[config.mk]
export PLATFORM = sky130hd
export DESIGN_NAME = calc_port_scheduler_flat
export DESIGN_NICKNAME = d
export VERILOG_FILES = /design/src/rtl/calc_port_scheduler_if.sv /design/src/rtl/calc_port_scheduler.sv /design/src/flat_wrapper.sv
export SDC_FILE = /design/constraint.sdc
export NUM_CORES = 1
export LEC_CHECK = 0
export ABC_AREA = 1
export CAP_MARGIN = 20
export CORE_MARGIN = 5
export CORE_UTILIZATION = 50
export CTS_BUF_LIST = sky130_fd_sc_hd__clkbuf_16
export DETAILED_ROUTE_END_ITERATION = 8
export PLACE_DENSITY = 0.79
export SLEW_MARGIN = 20
export SYNTH_ARGS = -nofsm -noshare
export SYNTH_HDL_FRONTEND = slang
export SYNTH_SLANG_ARGS = --single-unit
[constraint.sdc]
create_clock -name clk -period 18.5 [get_ports clk]
set_input_delay 3.7 -clock clk [delete_from_list [all_inputs] [get_ports clk]]
set_output_delay 3.7 -clock clk [all_outputs]
set_load 0.005 [all_outputs]
[src/rtl/calc_port_scheduler_if.sv]
// Requester-facing bundle for calc_port_scheduler: flattened per-port
// cmd/data request lanes and per-port result/response/busy lanes.
interface calc_port_scheduler_if #(
  parameter int unsigned DATA_WIDTH = 32,
  parameter int unsigned CMD_WIDTH  = 4,
  parameter int unsigned RESP_WIDTH = 2,
  parameter int unsigned NUM_PORTS  = 4
);
  logic [NUM_PORTS*CMD_WIDTH-1:0]  req_cmd_in;
  logic [NUM_PORTS*DATA_WIDTH-1:0] req_data_in;
  logic [NUM_PORTS*DATA_WIDTH-1:0] out_data;
  logic [NUM_PORTS*RESP_WIDTH-1:0] out_resp;
  logic [NUM_PORTS-1:0]            port_busy;

  modport master (
    output req_cmd_in, req_data_in,
    input  out_data, out_resp, port_busy
  );

  modport slave (
    input  req_cmd_in, req_data_in,
    output out_data, out_resp, port_busy
  );
endinterface

[src/rtl/calc_port_scheduler.sv]
// Multi-port front end: per-port cmd/op1/op2 capture, round-robin grant of
// pending ops to one shared add/sub/shift stage, one-cycle registered responses.
module calc_port_scheduler #(
  parameter int unsigned DATA_WIDTH  = 32,
  parameter int unsigned CMD_WIDTH   = 4,
  parameter int unsigned RESP_WIDTH  = 2,
  parameter int unsigned NUM_PORTS   = 4,
  parameter int unsigned SHAMT_WIDTH = 5
) (
  input logic clk,
  input logic rst,
  calc_port_scheduler_if.slave bus
);

  localparam int unsigned PTR_W = (NUM_PORTS > 1) ? $clog2(NUM_PORTS) : 1;

  localparam logic [CMD_WIDTH-1:0]  CMD_NOP  = CMD_WIDTH'(0);
  localparam logic [CMD_WIDTH-1:0]  CMD_ADD  = CMD_WIDTH'(1);
  localparam logic [CMD_WIDTH-1:0]  CMD_SUB  = CMD_WIDTH'(2);
  localparam logic [CMD_WIDTH-1:0]  CMD_SHL  = CMD_WIDTH'(5);
  localparam logic [CMD_WIDTH-1:0]  CMD_SHR  = CMD_WIDTH'(6);
  localparam logic [RESP_WIDTH-1:0] RESP_OK  = RESP_WIDTH'(1);
  localparam logic [RESP_WIDTH-1:0] RESP_ERR = RESP_WIDTH'(2);

  typedef enum logic [1:0] {IDLE, WAIT_OP2, PENDING} port_state_t;

  port_state_t           state_q [NUM_PORTS];
  port_state_t           state_d [NUM_PORTS];
  logic [CMD_WIDTH-1:0]  cmd_q   [NUM_PORTS];
  logic [DATA_WIDTH-1:0] op1_q   [NUM_PORTS];
  logic [DATA_WIDTH-1:0] op2_q   [NUM_PORTS];

  logic [PTR_W-1:0] ptr_q;
  logic [PTR_W-1:0] grant_idx;
  logic             grant_vld;

  logic [CMD_WIDTH-1:0]  g_cmd;
  logic [DATA_WIDTH-1:0] g_op1;
  logic [DATA_WIDTH-1:0] g_op2;
  logic [DATA_WIDTH:0]   wide;
  logic [DATA_WIDTH-1:0] alu_data;
  logic [RESP_WIDTH-1:0] alu_resp;

  logic [NUM_PORTS*DATA_WIDTH-1:0] out_data_q;
  logic [NUM_PORTS*RESP_WIDTH-1:0] out_resp_q;

  // Search begins one past the last granted port; a port only counts once its
  // PENDING state is registered, so it cannot win in the cycle it arrives.
  always_comb begin
    int unsigned idx;
    grant_vld = 1'b0;
    grant_idx = '0;
    idx       = 0;
    for (int unsigned i = 1; i <= NUM_PORTS; i++) begin
      idx = (32'(ptr_q) + i) % NUM_PORTS;
      if (!grant_vld && state_q[idx] == PENDING) begin
        grant_vld = 1'b1;
        grant_idx = PTR_W'(idx);
      end
    end
  end

  always_comb begin
    for (int unsigned p = 0; p < NUM_PORTS; p++) begin
      state_d[p] = state_q[p];
      unique case (state_q[p])
        IDLE:     if (bus.req_cmd_in[p*CMD_WIDTH +: CMD_WIDTH] != CMD_NOP) state_d[p] = WAIT_OP2;
        WAIT_OP2: state_d[p] = PENDING;
        PENDING:  if (grant_vld && grant_idx == PTR_W'(p)) state_d[p] = IDLE;
        default:  state_d[p] = IDLE;
      endcase
    end
  end

  always_ff @(posedge clk or posedge rst) begin
    if (rst) begin
      for (int unsigned p = 0; p < NUM_PORTS; p++) begin
        state_q[p] <= IDLE;
        cmd_q[p]   <= '0;
        op1_q[p]   <= '0;
        op2_q[p]   <= '0;
      end
    end else begin
      for (int unsigned p = 0; p < NUM_PORTS; p++) begin
        state_q[p] <= state_d[p];
        if (state_q[p] == IDLE && bus.req_cmd_in[p*CMD_WIDTH +: CMD_WIDTH] != CMD_NOP) begin
          cmd_q[p] <= bus.req_cmd_in[p*CMD_WIDTH +: CMD_WIDTH];
          op1_q[p] <= bus.req_data_in[p*DATA_WIDTH +: DATA_WIDTH];
        end
        if (state_q[p] == WAIT_OP2) begin
          op2_q[p] <= bus.req_data_in[p*DATA_WIDTH +: DATA_WIDTH];
        end
      end
    end
  end

  always_ff @(posedge clk or posedge rst) begin
    if (rst) begin
      ptr_q <= PTR_W'(NUM_PORTS - 1);
    end else if (grant_vld) begin
      ptr_q <= grant_idx;
    end
  end

  always_comb begin
    g_cmd    = cmd_q[grant_idx];
    g_op1    = op1_q[grant_idx];
    g_op2    = op2_q[grant_idx];
    wide     = '0;
    alu_data = '0;
    alu_resp = RESP_ERR;
    unique case (g_cmd)
      CMD_ADD: begin
        wide = {1'b0, g_op1} + {1'b0, g_op2};
        if (!wide[DATA_WIDTH]) begin
          alu_data = wide[DATA_WIDTH-1:0];
          alu_resp = RESP_OK;
        end
      end
      CMD_SUB: begin
        if (g_op2 <= g_op1) begin
          alu_data = g_op1 - g_op2;
          alu_resp = RESP_OK;
        end
      end
      CMD_SHL: begin
        alu_data = g_op1 << g_op2[SHAMT_WIDTH-1:0];
        alu_resp = RESP_OK;
      end
      CMD_SHR: begin
        alu_data = g_op1 >> g_op2[SHAMT_WIDTH-1:0];
        alu_resp = RESP_OK;
      end
      default: begin
        alu_data = '0;
        alu_resp = RESP_ERR;
      end
    endcase
  end

  // Responses live for exactly one cycle: every lane clears unless granted now.
  always_ff @(posedge clk or posedge rst) begin
    if (rst) begin
      out_data_q <= '0;
      out_resp_q <= '0;
    end else begin
      out_data_q <= '0;
      out_resp_q <= '0;
      if (grant_vld) begin
        out_data_q[32'(grant_idx)*DATA_WIDTH +: DATA_WIDTH] <= alu_data;
        out_resp_q[32'(grant_idx)*RESP_WIDTH +: RESP_WIDTH] <= alu_resp;
      end
    end
  end

  always_comb begin
    for (int unsigned p = 0; p < NUM_PORTS; p++) begin
      bus.port_busy[p] = (state_q[p] != IDLE);
    end
  end

  assign bus.out_data = out_data_q;
  assign bus.out_resp = out_resp_q;

endmodule

[src/flat_wrapper.sv]
// flat-port wrapper written by rule: the top's interface ports become plain ports
module calc_port_scheduler_flat 
#(
  parameter int unsigned DATA_WIDTH  = 32,
  parameter int unsigned CMD_WIDTH   = 4,
  parameter int unsigned RESP_WIDTH  = 2,
  parameter int unsigned NUM_PORTS   = 4,
  parameter int unsigned SHAMT_WIDTH = 5
)
  (clk, rst, bus_req_cmd_in, bus_req_data_in, bus_out_data, bus_out_resp, bus_port_busy);
  calc_port_scheduler_if #(.DATA_WIDTH(DATA_WIDTH), .CMD_WIDTH(CMD_WIDTH), .RESP_WIDTH(RESP_WIDTH), .NUM_PORTS(NUM_PORTS)) bus_i ();
  input logic clk;
  input logic rst;
  input wire logic [$bits(bus_i.req_cmd_in)-1:0] bus_req_cmd_in;
  input wire logic [$bits(bus_i.req_data_in)-1:0] bus_req_data_in;
  output wire logic [$bits(bus_i.out_data)-1:0] bus_out_data;
  output wire logic [$bits(bus_i.out_resp)-1:0] bus_out_resp;
  output wire logic [$bits(bus_i.port_busy)-1:0] bus_port_busy;
  assign bus_i.req_cmd_in = bus_req_cmd_in;
  assign bus_i.req_data_in = bus_req_data_in;
  assign bus_out_data = bus_i.out_data;
  assign bus_out_resp = bus_i.out_resp;
  assign bus_port_busy = bus_i.port_busy;
  calc_port_scheduler #(.DATA_WIDTH(DATA_WIDTH), .CMD_WIDTH(CMD_WIDTH), .RESP_WIDTH(RESP_WIDTH), .NUM_PORTS(NUM_PORTS), .SHAMT_WIDTH(SHAMT_WIDTH)) u_core (.clk(clk), .rst(rst), .bus(bus_i));
endmodule
==> flow_summary_export.csv <==
group,metric,value,unit
status,outcome,"completed",
yosys,synth_ff_type,"dfrtp_1",
layout,post-route-util,58.9,%
critical_path,cpMaxStageDelayCell,"inv_2",
timing,slew_viol_final,0,
cts,cts_setup_buffers,0,
yosys,synth_area_leaders,"dfrtp_1 (42%), nand2_1 (14%), nand3_1 (12%), o21ai_0 (6.4%), inv_1 (5.1%)",
cts,cts_buffers,43,
floorplanning,dieArea,0.0546,mm2
layout,diodes,0,
detailed_routing,drt.antenna.violating_nets,0,
yosys,yosysSeqAreaShare,41.8,%
global_route,grt-ovfl-total,0,
yosys,synthArstFlopShare,100,%
yosys,syn_area_per_cell,7.19,um2
timing,setup_viol,0,
min_path,hp-class,"reg -> reg",
place,place_congestion,1.11,
critical_path,arrival,8230,ps
cts,clock-sinks,418,
global_route,grt_pass1_vias,23200,
floorplanning,io_pins,286,
global_route,grt_pass1_wl,135,mm
critical_path,cp_max_fo,126,
timing,worst_clock_skew,23.3,ps
cts,clockRootBuffer,"clkbuf_16",
timing,max_slew.worst_pin.slew,1060,ps
timing,fmax,128,MHz
critical_path,crit_required,18940,ps
critical_path,cp-end-kind,"flop",
critical_path,critPathKind,"reg -> reg",
detailed_routing,drtPass1Iterations,6,
global_route,antenna_found_initial,1,
cts,clkTransAtPathRegs,60,ps
yosys,yosys_warnings,0,
cts,clock_path_buffers,3,
layout,drive_gt1_share,4.61,%
place,dp_hpwl,64.3,mm
floorplanning,core_area,0.0499,mm2
floorplanning,rows,82,
detailed_routing,viasPerCell,5.83,
critical_path,cp-start-kind,"flop",
floorplanning,die_x,234,um
timing,slew_headroom,29.1,%
timing,rsz0062_at_grt,"no",
timing,fin_crit_sh,42.1,%
global_route,grt_max_degree,127,
yosys,synthDominantCellAreaShare,41.6,%
job,max_cap_violations,0,
yosys,postSynthNetCount,3699,
timing,hold_viol_final,0,
timing,post-route-min-period,7790,ps
detailed_routing,num_vias,25300,
timing,finalWorstSetupSlack,10710,ps
yosys,netlist_instances,3481,
floorplanning,die_h,234,um
cts,clk_latency,600,ps
yosys,synth_commonest_cells,"nand2_1 (944), nand3_1 (606), dfrtp_1 (416)",
detailed_routing,drt-initial-drc-count,3689,
place,io_buffers,285,
yosys,yosysMostFrequentCell,"nand2_1",
layout,syn2layout_area_growth,17.4,%
detailed_routing,drc,0,
yosys,synth_area_leader_cell,"dfrtp_1",
yosys,synth-seq-cells,418,
global_route,grtUsageTotal,31.6,%
critical_path,cp_slowest_stage_delay,790,ps
layout,final_nets,3853,
timing,setup_tns,0,ps
cts,hold_buffers,0,
critical_path,cpMostUsedCell,"nand2_1",
place,place_ws,10950,ps
floorplanning,initial_utilization,50.2,%
detailed_routing,drt_wl_total,88.4,mm
cts,cts_resized,0,
yosys,synthesis.area,0.0250,mm2
yosys,ys_types,52,
detailed_routing,routedWlPerCell,20.4,um
cts,cts_tree,"done",
yosys,synth-edff-count,0,
cts,h-tree-depth,2,
==> metrics by stage <==
step           std cells  area, um2  hold slack (ps)
6_report            4339      29400              484
3_3_place_gp        4262      28000              461
3_5_place_dp        4262      28000              468
5_1_grt             4339      29400              495
2_1_floorplan       3481      25000              444
4_1_cts             4339      29400              488
==> path summary, 6_finish.rpt <==
kind	cells after the start	slack, ps	endpoint	start
min in group asynchronous	2	3680	u_core.bus.out_data[73]$_DFF_PP0_	rst
max in group asynchronous	4	12420	u_core.op2_q[103]$_DFFE_PP0N_	rst
worst min-delay path	2	480	u_core.op1_q[87]$_DFFE_PP0P_	u_core.op1_q[87]$_DFFE_PP0P_
worst min register to register	2	480	u_core.op1_q[87]$_DFFE_PP0P_	u_core.op1_q[87]$_DFFE_PP0P_
worst max-delay path	32	10710	u_core.bus.out_data[96]$_DFF_PP0_	u_core.ptr_q[0]$_DFFE_PP1P_
worst max register to register	32	10710	u_core.bus.out_data[96]$_DFF_PP0_	u_core.ptr_q[0]$_DFFE_PP1P_
==> state kept, by name, indices dropped and copies added, names as in the netlist <==
name,count
u_core.state_q,8
u_core.op1_q,128
u_core.cmd_q,16
u_core.bus.out_data,128
u_core.op2_q,128
u_core.ptr_q,2
u_core.bus.out_resp,8
==> worst max-delay path: cells and delay by family (launching register included) <==
family / cells / cell delay, ps
xor gates and xnor gates: 1 / 210
adders and majority gates: 2 / 760
AOI/OAI and AO/OA: 5 / 1260
and+or+nand+nor: 18 / 3120
DFF: 1 / 630
buffers and inverters: 6 / 1560
==> routing by layer <==
layer | GRT usage, % | wire (um) | vias up
li1 | - | - | 11600
met1 | 44.9 | 35300 | 11900
met2 | 47.7 | 38400 | 1591
met3 | 6.49 | 10300 | 252
met4 | 12.3 | 4450 | 0
met5 | 0 | 0 | -
==> cells by family after synthesis <==
kind of cell / share of synthesized area, %
xor+xnor: 1.50
compound gates: 10.1
flops: 41.8
fa+ha+maj: 3.66
buf+inv: 9.34
simple gates: 33.5
==> cell usage in the layout, fill, tap and decap left out, types with 10 or more instances in the layout <==
master           count
nand2_2             14
ha_1                70
xor2_1              36
o21ai_0            319
o21bai_1            10
nand2_1            938
nor3_1              15
nand4_1             35
inv_2               12
a21oi_1             96
or2_2               13
clkbuf_16           43
nor2_1             231
clkdlybuf4s50_1    285
inv_1              348
dfrtp_1            416
nand3_1            606
o211ai_1            13
buf_4               27
==> cell type report <==
type,count,area (um2)
Tap cell,672,841
Timing Repair Buffer,313,3070
Sequential cell,418,10500
Clock inverter,34,328
Inverter,354,1340
Fill cell,4585,20500
Clock buffer,43,1080
Multi-Input combinational cell,2505,12300
Power is left out: the tool's default activity adds up to more than one toggle a clock period on the data nets, which glitch-free logic cannot reach.
